$ cat src/rtl/score_tally_if.sv
// Judgement inputs and HUD-facing tally outputs shared between the droppers,
// the keyboard decoder and score_tally.
interface score_tally_if #(
    parameter int unsigned NUM_LANES = 4
);
    logic [7:0]             keycode;
    logic [NUM_LANES-1:0]   score_in;
    logic [10*NUM_LANES-1:0] dropY_in;

    logic [13:0]            score;
    logic [9:0]             combo;
    logic [9:0]             max_combo;
    logic [7:0]             hit_count;
    logic [7:0]             miss_count;
    logic                   hit_pulse;
    logic                   miss_pulse;
    logic                   done;

    modport master (
        output keycode, score_in, dropY_in,
        input  score, combo, max_combo, hit_count, miss_count,
               hit_pulse, miss_pulse, done
    );

    modport slave (
        input  keycode, score_in, dropY_in,
        output score, combo, max_combo, hit_count, miss_count,
               hit_pulse, miss_pulse, done
    );
endinterface

$ cat src/rtl/score_tally.sv
// Per-round hit/miss tally: edge-detects one judgement per lane, accumulates
// score and combo statistics, and flags the round done once every lane resolves.
module score_tally #(
    parameter int unsigned NUM_LANES  = 4,
    parameter int unsigned MISS_Y     = 360,
    parameter int unsigned HIT_POINTS = 100,
    parameter int unsigned SCORE_MAX  = 9999,
    parameter logic [7:0]  KEY_START  = 8'h2c,
    parameter logic [7:0]  KEY_ABORT  = 8'h01
) (
    input  logic        frame_clk,
    input  logic        Reset,
    score_tally_if.slave bus
);
    localparam int unsigned CW = $clog2(NUM_LANES + 1);

    typedef enum logic [1:0] {IDLE, PLAY, DONE} state_t;

    state_t               state, state_next;
    logic [NUM_LANES-1:0] hit_cond, miss_cond, prev_hit, prev_miss;
    logic [NUM_LANES-1:0] resolved, resolved_next, hit_ev, miss_ev;
    logic [CW-1:0]        h_cnt, m_cnt;
    logic                 in_play;

    logic [13:0] score_q, score_next, score_sat;
    logic [9:0]  combo_q, combo_next, combo_sat;
    logic [9:0]  max_q, max_next;
    logic [7:0]  hit_q, hit_next, hit_sat;
    logic [7:0]  miss_q, miss_next, miss_sat;
    logic        hit_pulse_q, hit_pulse_next, miss_pulse_q, miss_pulse_next, done_q;
    logic [16:0] score_sum;
    logic [10:0] combo_sum;
    logic [8:0]  hit_sum, miss_sum;

    // Lane judgement conditions, rising-edge events and their popcounts
    always_comb begin
        for (int i = 0; i < NUM_LANES; i++) begin
            hit_cond[i]  = bus.score_in[i];
            miss_cond[i] = !bus.score_in[i] && (bus.dropY_in[10*i +: 10] >= 10'(MISS_Y));
        end
        in_play = (state == PLAY) && (bus.keycode != KEY_ABORT);
        hit_ev  = in_play ? (hit_cond  & ~prev_hit  & ~resolved) : '0;
        miss_ev = in_play ? (miss_cond & ~prev_miss & ~resolved) : '0;
        h_cnt = '0;
        m_cnt = '0;
        for (int i = 0; i < NUM_LANES; i++) begin
            h_cnt = h_cnt + CW'(hit_ev[i]);
            m_cnt = m_cnt + CW'(miss_ev[i]);
        end
    end

    // Saturating arithmetic candidates
    always_comb begin
        score_sum = 17'(score_q) + 17'(h_cnt) * 17'(HIT_POINTS);
        score_sat = (score_sum > 17'(SCORE_MAX)) ? 14'(SCORE_MAX) : score_sum[13:0];
        combo_sum = 11'(combo_q) + 11'(h_cnt);
        combo_sat = (combo_sum > 11'd1023) ? 10'd1023 : combo_sum[9:0];
        hit_sum   = 9'(hit_q) + 9'(h_cnt);
        hit_sat   = (hit_sum > 9'd255) ? 8'd255 : hit_sum[7:0];
        miss_sum  = 9'(miss_q) + 9'(m_cnt);
        miss_sat  = (miss_sum > 9'd255) ? 8'd255 : miss_sum[7:0];
    end

    // Next-state and next-counter logic
    always_comb begin
        state_next      = state;
        resolved_next   = resolved;
        score_next      = score_q;
        combo_next      = combo_q;
        max_next        = max_q;
        hit_next        = hit_q;
        miss_next       = miss_q;
        hit_pulse_next  = 1'b0;
        miss_pulse_next = 1'b0;
        case (state)
            IDLE: begin
                if (bus.keycode == KEY_START) begin
                    state_next    = PLAY;
                    resolved_next = '0;
                    score_next    = '0;
                    combo_next    = '0;
                    max_next      = '0;
                    hit_next      = '0;
                    miss_next     = '0;
                end
            end
            PLAY: begin
                if (bus.keycode == KEY_ABORT) begin
                    state_next = IDLE;
                end else begin
                    score_next      = score_sat;
                    combo_next      = (m_cnt != '0) ? 10'd0 : combo_sat;
                    max_next        = (combo_next > max_q) ? combo_next : max_q;
                    hit_next        = hit_sat;
                    miss_next       = miss_sat;
                    hit_pulse_next  = (h_cnt != '0);
                    miss_pulse_next = (m_cnt != '0);
                    resolved_next   = resolved | hit_ev | miss_ev;
                    if (&resolved_next) state_next = DONE;
                end
            end
            DONE: begin
                if (bus.keycode == KEY_ABORT) state_next = IDLE;
            end
            default: state_next = IDLE;
        endcase
    end

    always_ff @(posedge frame_clk or negedge Reset) begin
        if (!Reset) begin
            state       <= IDLE;
            prev_hit    <= '0;
            prev_miss   <= '0;
            resolved    <= '0;
            score_q     <= '0;
            combo_q     <= '0;
            max_q       <= '0;
            hit_q       <= '0;
            miss_q      <= '0;
            hit_pulse_q <= 1'b0;
            miss_pulse_q <= 1'b0;
            done_q      <= 1'b0;
        end else begin
            state       <= state_next;
            prev_hit    <= hit_cond;
            prev_miss   <= miss_cond;
            resolved    <= resolved_next;
            score_q     <= score_next;
            combo_q     <= combo_next;
            max_q       <= max_next;
            hit_q       <= hit_next;
            miss_q      <= miss_next;
            hit_pulse_q <= hit_pulse_next;
            miss_pulse_q <= miss_pulse_next;
            done_q      <= (state_next == DONE);
        end
    end

    assign bus.score      = score_q;
    assign bus.combo      = combo_q;
    assign bus.max_combo  = max_q;
    assign bus.hit_count  = hit_q;
    assign bus.miss_count = miss_q;
    assign bus.hit_pulse  = hit_pulse_q;
    assign bus.miss_pulse = miss_pulse_q;
    assign bus.done       = done_q;
endmodule

$ cat src/flat_wrapper.sv
// flat-port wrapper written by rule: the top's interface ports become plain ports
module score_tally_flat 
#(
    parameter int unsigned NUM_LANES  = 4,
    parameter int unsigned MISS_Y     = 360,
    parameter int unsigned HIT_POINTS = 100,
    parameter int unsigned SCORE_MAX  = 9999,
    parameter logic [7:0]  KEY_START  = 8'h2c,
    parameter logic [7:0]  KEY_ABORT  = 8'h01
)
  (frame_clk, Reset, bus_keycode, bus_score_in, bus_dropY_in, bus_score, bus_combo, bus_max_combo, bus_hit_count, bus_miss_count, bus_hit_pulse, bus_miss_pulse, bus_done);
  score_tally_if #(.NUM_LANES(NUM_LANES)) bus_i ();
  input  logic frame_clk;
  input  logic Reset;
  input wire logic [$bits(bus_i.keycode)-1:0] bus_keycode;
  input wire logic [$bits(bus_i.score_in)-1:0] bus_score_in;
  input wire logic [$bits(bus_i.dropY_in)-1:0] bus_dropY_in;
  output wire logic [$bits(bus_i.score)-1:0] bus_score;
  output wire logic [$bits(bus_i.combo)-1:0] bus_combo;
  output wire logic [$bits(bus_i.max_combo)-1:0] bus_max_combo;
  output wire logic [$bits(bus_i.hit_count)-1:0] bus_hit_count;
  output wire logic [$bits(bus_i.miss_count)-1:0] bus_miss_count;
  output wire logic [$bits(bus_i.hit_pulse)-1:0] bus_hit_pulse;
  output wire logic [$bits(bus_i.miss_pulse)-1:0] bus_miss_pulse;
  output wire logic [$bits(bus_i.done)-1:0] bus_done;
  assign bus_i.keycode = bus_keycode;
  assign bus_i.score_in = bus_score_in;
  assign bus_i.dropY_in = bus_dropY_in;
  assign bus_score = bus_i.score;
  assign bus_combo = bus_i.combo;
  assign bus_max_combo = bus_i.max_combo;
  assign bus_hit_count = bus_i.hit_count;
  assign bus_miss_count = bus_i.miss_count;
  assign bus_hit_pulse = bus_i.hit_pulse;
  assign bus_miss_pulse = bus_i.miss_pulse;
  assign bus_done = bus_i.done;
  score_tally #(.NUM_LANES(NUM_LANES), .MISS_Y(MISS_Y), .HIT_POINTS(HIT_POINTS), .SCORE_MAX(SCORE_MAX), .KEY_START(KEY_START), .KEY_ABORT(KEY_ABORT)) u_core (.frame_clk(frame_clk), .Reset(Reset), .bus(bus_i));
endmodule
$ cat config.mk
export PLATFORM = sky130hd
export DESIGN_NAME = score_tally_flat
export DESIGN_NICKNAME = d
export VERILOG_FILES = /design/src/rtl/score_tally_if.sv /design/src/rtl/score_tally.sv /design/src/flat_wrapper.sv
export SDC_FILE = /design/constraint.sdc
export NUM_CORES = 1
export LEC_CHECK = 0
export ABC_CLOCK_PERIOD_IN_PS = 5900
export CAP_MARGIN = 0
export CORE_MARGIN = 1
export CORE_UTILIZATION = 46
export DETAILED_ROUTE_END_ITERATION = 10
export GPL_ROUTABILITY_DRIVEN = 0
export GPL_TIMING_DRIVEN = 0
export PLACE_DENSITY = 0.78
export REMOVE_ABC_BUFFERS = 1
export SYNTH_ARGS = -nofsm -noshare
export SYNTH_HDL_FRONTEND = slang
export SYNTH_SLANG_ARGS = --single-unit
$ cat constraint.sdc
create_clock -name frame_clk -period 5.9 [get_ports frame_clk]
set_input_delay 0.885 -clock frame_clk [delete_from_list [all_inputs] [get_ports frame_clk]]
set_output_delay 0.885 -clock frame_clk [all_outputs]
set_load 0.1 [all_outputs]
Yosys cells after proc, flatten, opt, wreduce, memory -nomap -nowiden
Cells that the tools add are included.
{"block": "op_classes", "magnitude_cmp": 9, "eq_ne": 9, "reduce_logical": 16, "mux": 33, "mul": 1, "n_addsub": 10, "bitwise_logic": 9}
{"operator": "$mux W10", "n": 6}
{"operator": "$mux W14", "n": 3}
{"operator": "$ge A10 B9 Y1 const B", "n": 4}
{"operator": "$mux W8", "n": 5}
{"operator": "$pmux W10 S2", "n": 2}
{"operator": "$pmux W8 S2", "n": 2}
{"operator": "$pmux W14 S2", "n": 1}
{"operator": "$add A8 B3 Y9", "n": 2}
{"operator": "$gt A9 B8 Y1 const B", "n": 2}
{"operator": "$gt A17 B14 Y1 const B", "n": 1}
{"operator": "$and A4 B4 Y4", "n": 4}
{"operator": "$mux W4", "n": 4}
{"operator": "$add A14 B10 Y15", "n": 1}
{"operator": "$add A3 B1 Y3", "n": 4}
{"operator": "$not A4 Y4", "n": 3}
{"operator": "$add A10 B3 Y11", "n": 1}
{"operator": "$gt A11 B10 Y1 const B", "n": 1}
{"operator": "$gt A10 B10 Y1", "n": 1}
{"operator": "$eq A8 B1 Y1 const B", "n": 1}
{"operator": "$eq A8 B6 Y1 const B", "n": 1}
{"operator": "$mul A3 B5 Y8 const B", "n": 1}
{"operator": "$mux W2", "n": 4}
{"operator": "$ne A8 B1 Y1 const B", "n": 1}
{"operator": "$or A4 B4 Y4", "n": 2}
{"operator": "15 further kinds", "n": 30}
{"block": "word_totals", "register_bits": 67, "out_inout_bits": 53, "elab_cells": 99, "in_bits": 54}

Depth between registers and ports, before layout
Gate-level depths: netlist (run 1).
{"block": "logic_depth", "depth_word": 15, "mapped_depth": 30}

Worst setup path before layout (run 1)
No wires, ideal clock.
{"block": "synth_timing", "path_type": "input to register", "start": "in bus_keycode[4]", "end": "reg u_core.max_q[5], in the netlist u_core.bus.max_combo[5]", "setup_time_ns": 0.110, "arrival_time_ns": 6.698, "path_stages": 29, "slack_ns": -0.908, "path_cell_list": "nor4_1 > and4b_1 > nand2b_1 > clkbuf_1 > buf_1 > nor3b_1 > ha_1 > inv_1 > fa_1 > inv_1 > ha_1 > fa_1 > nor2b_1 > o21ai_0 > a21boi_0 > and3_1 > clkbuf_1 > nand2_1 > nand3_1 > o211a_1 > ha_1 > and3_1 > a221oi_1 > o2111ai_1 > nand2_1 > a21o_1 > clkbuf_1 > nand2_1 > o41ai_1"}
{"block": "synth_between", "elab_chain_len": 13}
{"element": "from (decl)", "line": "flat_wrapper.sv:15", "text": "input wire logic [$bits(bus_i.keycode)-1:0] bus_keycode;"}
{"element": "$ne A8 B1 Y1", "line": "score_tally.sv:41", "text": "in_play = (state == PLAY) && (bus.keycode != KEY_ABORT);"}
{"element": "$logic_and A1 B1 Y1", "line": "score_tally.sv:41"}
{"element": "$mux W4", "line": "score_tally.sv:42", "text": "hit_ev = in_play ? (hit_cond & ~prev_hit & ~resolved) : '0;"}
{"element": "$add A1 B1 Y2", "line": "score_tally.sv:47", "text": "h_cnt = h_cnt + CW'(hit_ev[i]);"}
{"element": "$add A3 B1 Y3 (2 in series)", "line": "score_tally.sv:47"}
{"element": "$add A10 B3 Y11", "line": "score_tally.sv:56", "text": "combo_sum = 11'(combo_q) + 11'(h_cnt);"}
{"element": "$gt A11 B10 Y1", "line": "score_tally.sv:57", "text": "combo_sat = (combo_sum > 11'd1023) ? 10'd1023 : combo_sum[9:0];"}
{"element": "$mux W10", "line": "score_tally.sv:57"}
{"element": "$mux W10", "line": "score_tally.sv:92", "text": "combo_next = (m_cnt != '0) ? 10'd0 : combo_sat;"}
{"element": "$gt A10 B10 Y1 or $mux W10 (tied branches)", "line": "score_tally.sv:93", "text": "max_next = (combo_next > max_q) ? combo_next : max_q;"}
{"element": "$ne A2 B2 Y1 (no source line) or $mux W10 (tied branches)"}
{"element": "$reduce_and A4 Y1 (no source line) or $pmux W10 S2 (tied branches)"}
{"element": "to (signal assigned)", "line": "score_tally.sv:130", "text": "max_q <= max_next;"}
{"element": "to (decl)", "line": "score_tally.sv:27", "text": "logic [9:0] max_q, max_next;"}
Parallel ways exist; a longest one is shown, timed or not. The select of a mux whose other input is x is not followed.
A chain may end at the register's enable or synchronous reset.

Worst setup path after layout (run 1)
{"block": "layout_timing", "start": "in bus_keycode[5]", "end": "reg u_core.max_q[8], in the netlist u_core.bus.max_combo[8]"}
Same word-level chain as after synthesis.

==> out/metrics.csv, run 1 <==
stage,metric,value,unit
drt,viasPerCell,5.86,
layout,n_fill_cell,761,
die,core_area,9370,µm²
sta,fin_worst_skew,0.00899,ns
sta,fin_crit_sh,98.5,%
synth,synth_edf_count,0,
synth,syn_area,4500,µm²
global_routing,grt_pass1_wl,19700,µm
clock_network,clk_path_buf_depth,2,
sta,final.setup.tns,0,ns
die,row_count,35,
clock_network,cts_inserted_buffers,9,
clock_network,cts_sinks,66,
synth,synth.top_cell.area_share,36.7,%
global_routing,grt_pass1_vias,4230,
synth,syn-instance-count,503,
drt,drt_iter0_drc,222,
layout,nets,705,
synth,yosysWarnings,0,
sta,hold_violations,0,
worst_setup_path,cp-end-kind,flip-flop,
clock_network,cts_hold_buf,0,
synth,synth_area_per_cell,8.94,µm²
global_routing,grt_start_max_net_pins,67,
status,status,finished clean,
synth,synth_top_cell_by_area,dfrtp_1,
worst_setup_path,required,6.14,ns
drt,drc_errors,0,
clock_network,clock_latency,0.35,ns
layout,num_antenna_cells,0,
global_routing,antenna_found_initial,0,
worst_setup_path,cp.arrival,6.05,ns
place,place_inst,707,
sta,fmax,0.172,GHz
clock_network,htreeDepth,3,
synth,netlist_top_cells_count,"66 x dfrtp_1, 42 x inv_1, 40 x nand2_1, 36 x o21ai_0, 35 x a21oi_1",
global_routing,overflow,0,
hold_path,hold_path.class,reg2reg,
place,io_buffers,94,
job,maxCapViolCount,0,
layout,drive_gt1_share,13.8,%
sta,min_period,5.81,ns
layout,syn2layout_area_growth,37.1,%
drt,wl_per_cell,16.6,µm
die,dieArea,10200,µm²
die,die_x,101,µm
sta,slew_violations,0,
die,chipHeight,101,µm
global_routing,grtUsageTotal,24.7,%
sta,setup_viol,0,
worst_setup_path,crit_fanout,8,
clock_network,cts_root_buf,clkbuf_8,
layout,layoutNonFillerInstCount,746,
synth,ys.flop_type,dfrtp_1,
drt,detail-route-antenna-nets,0,
synth,synth-seq-cells,66,
worst_setup_path,crit_path_start_kind,input port,
worst_setup_path,path_class,in2reg,
synth,async_reset_ff_share,100,%
drt,firstDrtPassIters,5,
pwr,p_leak,2.73,nW
synth,synth_cell_type_count,62,
place,dpl.hpwl,8330,µm
synth,synthTopCellsByArea,"dfrtp_1 37%, ha_1 8.6%, o21ai_0 4.0%",
die,ioPinCount,107,
clock_network,clk_pin_slew,0.08,ns
clock_network,cts_tree,built,
sta,slew_headroom,32.6,%
pwr,power,1.08,mW
drt,wirelength,12400,µm
pwr,powerDensity,175,nW/µm²
die,start_util,48.0,%
synth,yosysMostFrequentCell,dfrtp_1,
pwr,irDropWorstVdd,0.000135,V
sta,tightest_slew,1.01,ns
drt,routed-via-count,4372,
synth,seq_area_frac_synth,36.7,%
kinds of logic after synthesis:
family                   after synthesis  share of synthesized area (%)
flip-flops                            66                           36.7
adder cells (fa/ha/maj)               39                           12.2
AO/OA/AOI/OAI                        159                           23.9
XOR/XNOR                              16                           3.12
AND/OR/NAND/NOR                      156                           17.5
buffers and inverters                 63                           5.65
multiplexers                           4                          0.918
layout by cell type, fill, tap and decap left out, drive strengths merged, types with 5 or more instances in the layout:
master          n
clkdlybuf4s50  88
dfrtp          66
inv            43
o21ai          41
nand2          40
a21oi          36
nor2           33
ha             31
buf            24
nand3          15
nor2b          13
a22o           12
a31oi          11
nor3           11
a21o           11
clkbuf         10
and3            9
a211oi          9
nor3b           9
xnor2           8
xor2            8
fa              8
nand2b          7
o211a           5
nand4           5
dlymetal6s2s    5
final cells by class:
type	count	area [µm²]	share of cell area [%]
multi-input combinational	376	2770	45.0
sequential	66	1650	26.8
timing repair buffer	117	1150	18.7
tap	129	161	2.62
inverter	42	160	2.60
clock inverter	6	138	2.23
clock buffer	10	128	2.07
registers in the layout, indices dropped and copies added, names as in the netlist:
| signal | count |
|---|---|
| u_core.resolved | 4 |
| u_core.bus.miss_count | 8 |
| u_core.bus.hit_count | 8 |
| u_core.bus.score | 13 |
| u_core.prev_miss | 4 |
| u_core.state | 2 |
| u_core.prev_hit | 4 |
| u_core.bus.hit_pulse | 1 |
| u_core.bus.done | 1 |
| u_core.bus.combo | 10 |
| u_core.bus.miss_pulse | 1 |
| u_core.bus.max_combo | 10 |
final timing paths:
| kind | start | endpoint | slack (ns) | cells past startpoint |
|---|---|---|---|---|
| max | bus_keycode[5] | u_core.bus.max_combo[8] | 0.09 | 26 |
| min | u_core.bus.max_combo[2] | u_core.bus.max_combo[2] | 0.51 | 2 |
| max reg2reg | u_core.state[0] | u_core.bus.max_combo[8] | 0.28 | 24 |
| min reg2reg | u_core.bus.max_combo[2] | u_core.bus.max_combo[2] | 0.51 | 2 |
| max in group asynchronous | Reset | u_core.bus.combo[3] | 4.68 | 1 |
| min in group asynchronous | Reset | u_core.bus.score[5] | 0.63 | 1 |
metrics by stage:
| step | cell area [µm²] | hold slack [ns] | util (%) | setup WS (ns) |
|---|---|---|---|---|
| 4_1_cts | 5950 | 0.514 | 63.5 | 0.00210 |
| 2_1_floorplan | 4400 | 0.473 | - | -0.705 |
| 3_5_place_dp | 5530 | 0.496 | 59.1 | -2.33 |
| 6_report | 6160 | 0.507 | 65.8 | 0.0908 |
| 3_3_place_gp | 5500 | 0.486 | 58.7 | -2.20 |
| 5_1_grt | 6160 | 0.545 | 65.8 | -0.141 |
report_power, final:
part | switching (mW) | internal, mW
Clock | 0.190 | 0.326
Combinational | 0.0531 | 0.0404
Sequential | 0.00610 | 0.459
Total | 0.250 | 0.826
critical path, cell delays in order:
cell,delay (ns)
clkdlybuf4s50_1,0.47
nor2_1,0.04
and4b_2,0.24
nand2b_4,0.19
nor3b_4,0.25
ha_1,0.27
inv_2,0.06
fa_2,0.47
inv_4,0.11
ha_4,0.14
fa_2,0.21
nor2b_2,0.16
o21ai_2,0.07
a21boi_2,0.21
and3_4,0.26
nand2_4,0.07
a21oi_1,0.28
ha_1,0.32
and3_1,0.19
nor3b_2,0.16
buf_4,0.13
buf_4,0.12
nand3_1,0.13
nand2_2,0.12
a21o_4,0.26
a22o_1,0.23
metal layers:
| layer | share of wire [%] | wire length [µm] | track usage, % |
|---|---|---|---|
| met1 | 42 | 5260 | 31.5 |
| met2 | 48 | 5970 | 41.0 |
| met3 | 6.2 | 771 | 3.88 |
| met5 | 0 | 0 | 0 |
| met4 | 3.1 | 390 | 11.8 |
timing repair:
| action | CTS | global route |
|---|---|---|
| gates resized for setup | 25 | 28 |
| pin swaps | 8 | 17 |
| hold endpoints to repair | 0 | 0 |
| endpoints found under the setup margin | 40 | 21 |
| buffers inserted | 9 | 12 |
| gates cloned | 2 | 0 |
Note: power is estimated with default switching activity, not from simulation.
==> run 2, diff against run 1 <==
Settings changed: CORE_UTILIZATION 46 to 47, CTS_BUF_LIST set to sky130_fd_sc_hd__clkbuf_8, PLACE_DENSITY 0.78 to 0.79, TNS_END_PERCENT set to 30.
==> out/metrics.csv, run 2 (synthesis results as in run 1) <==
stage,metric,value,unit
status,status,finished clean,
clock_network,cts_sinks,66,
worst_setup_path,cp.arrival,6.00,ns
sta,fmax,0.174,GHz
drt,detail-route-antenna-nets,0,
die,ioPinCount,107,
layout,final_common_cell,clkdlybuf4s50_1,
global_routing,overflow,0,
hold_path,hold_path.class,reg2reg,
sta,tightest_slew,1.01,ns
drt,drt_iter0_drc,197,
pwr,p_comb_share,10.3,%
sta,setup_viol,0,
drt,wirelength,12300,µm
clock_network,clk_path_buf_depth,2,
die,start_util,48.7,%
clock_network,cts_hold_buf,0,
pwr,clockPowerShare,38.2,%
pwr,seq_power_share,51.5,%
clock_network,htreeDepth,3,
die,dieArea,9960,µm²
worst_setup_path,crit_fanout,8,
layout,largest_reg_flops,13,
sta,min_period,5.76,ns
pwr,power.switching,0.244,mW
layout,layout_common_cells,"86 x clkdlybuf4s50_1, 66 x dfrtp_1, 41 x inv_1, 38 x nand2_1, 33 x a21oi_1",
die,chipHeight,99.8,µm
global_routing,grt_start_max_net_pins,67,
place,io_buffers,94,
drt,routed-via-count,4314,
drt,firstDrtPassIters,5,
place,place_inst,707,
worst_setup_path,reg2reg_slack,0.31,ns
global_routing,grtUsageTotal,25.2,%
die,core_area,9240,µm²
place,placed_area,5540,µm²
die,die_x,99.8,µm
sta,fin_worst_skew,0.00462,ns
pwr,swShare,27.0,%
layout,num_antenna_cells,0,
global_routing,grt_pass1_wl,19500,µm
drt,wl_per_cell,16.7,µm
sta,slew_headroom,32.3,%
job,maxCapViolCount,0,
worst_setup_path,path_class,in2reg,
drt,drc_errors,0,
clock_network,cts_tree,built,
clock_network,clock_latency,0.35,ns
pwr,power.internal,0.659,mW
worst_setup_path,crit_path_start_kind,input port,
clock_network,cts_root_buf,clkbuf_8,
layout,drive_gt1_share,13.6,%
clock_network,clk_pin_slew,0.07,ns
worst_setup_path,required,6.14,ns
sta,hold_violations,0,
sta,fin_crit_sh,97.7,%
worst_setup_path,cp-end-kind,flip-flop,
die,row_count,35,
layout,stdcell_area,6080,µm²
place,dpl.hpwl,8480,µm
layout,nets,701,
pwr,powerDensity,149,nW/µm²
global_routing,antenna_found_initial,0,
sta,slew_violations,0,
drt,viasPerCell,5.82,
clock_network,cts_inserted_buffers,9,
pwr,irDropWorstVdd,0.0000989,V
global_routing,grt_pass1_vias,4177,
pwr,p_leak,2.69,nW
layout,syn2layout_area_growth,35.3,%
layout,layoutNonFillerInstCount,741,
[run 2: cell types whose count changed in the layout (fill, tap and decap cells not counted), moves of 2 or more]
cell	before	now
clkinv_2	0	3
buf_4	21	17
clkdlybuf4s50_1	88	86
bufinv_16	4	0
buf_6	0	2
buf_8	2	0
[run 2: worst paths after layout]
| path | end | cells after the start | start |
|---|---|---|---|
| worst min register to register | u_core.resolved[2] | 2 | u_core.resolved[2] |
| min in group asynchronous | u_core.bus.score[6] | 1 | Reset |
| worst max-delay path | u_core.bus.max_combo[9] | 26 | bus_keycode[7] |
| max in group asynchronous | u_core.bus.score[7] | 1 | Reset |
| worst max register to register | u_core.bus.max_combo[9] | 24 | u_core.state[0] |
| worst min-delay path | u_core.resolved[2] | 2 | u_core.resolved[2] |
[run 2: per-stage QoR]
step | hold slack, ns | total power [mW] | util [%] | setup slack (ns) | setup TNS, ns
6_report | 0.519 | 0.903 | 65.8 | 0.138 | 0
2_1_floorplan | 0.473 | 0.513 | - | -0.705 | -6.68
3_3_place_gp | 0.487 | 0.561 | 59.5 | -2.42 | -54.27
3_5_place_dp | 0.502 | 0.563 | 60.0 | -2.62 | -59.36
5_1_grt | 0.536 | 0.936 | 65.8 | -0.0464 | -0.274
4_1_cts | 0.519 | 0.906 | 63.9 | 0.0127 | 0
[run 2: cell type report]
cell class | instances | area (µm²)
fill | 718 | 3160
multi-input combinational | 376 | 2820
sequential | 66 | 1650
timing repair buffer | 113 | 1120
tap | 129 | 161
inverter | 42 | 160
clock buffer | 10 | 138
clock inverter | 5 | 31.3
[run 2: power by group through the flow]
stage	clock [mW]	sequential, mW	combinational [mW]
2_1_floorplan	0	0.496	0.0169
3_3_place_gp	0	0.473	0.0877
3_5_place_dp	0	0.474	0.0893
4_1_cts	0.350	0.465	0.0921
5_1_grt	0.370	0.466	0.100
6_report	0.346	0.465	0.0929
[run 2: what timing repair did]
item                                    in CTS  in global routing
pin swaps                                    9                 17
setup buffers                                8                  9
endpoints found under the setup margin      41                 18
gates cloned                                 2                  0
resized for setup                           33                 27
[run 2: critical path: stages]
cell	delay, ns
dlygate4sd2_1	0.25
nor4_4	0.31
and4b_2	0.29
nand2b_4	0.18
nor3b_4	0.06
ha_1	0.27
inv_1	0.05
fa_2	0.59
inv_4	0.07
ha_4	0.17
fa_2	0.36
nor2b_1	0.14
o21ai_1	0.18
a21boi_2	0.09
and3_4	0.22
nand2_4	0.08
nand3_2	0.09
o211a_1	0.20
ha_4	0.28
and3_4	0.18
nor3b_4	0.22
o21ai_2	0.10
o2111ai_2	0.10
nand2_2	0.12
a21o_4	0.26
a22o_1	0.24
[run 2: routing by layer]
metal	part of all wire [%]	routed length [µm]	vias to the layer above	track usage (%)
met2	49	6090	157	42.1
met3	5.7	708	25	3.90
met5	0	0	-	0
met4	2.3	282	0	11.5
li1	-	-	2031	-
met1	43	5260	2101	32.2
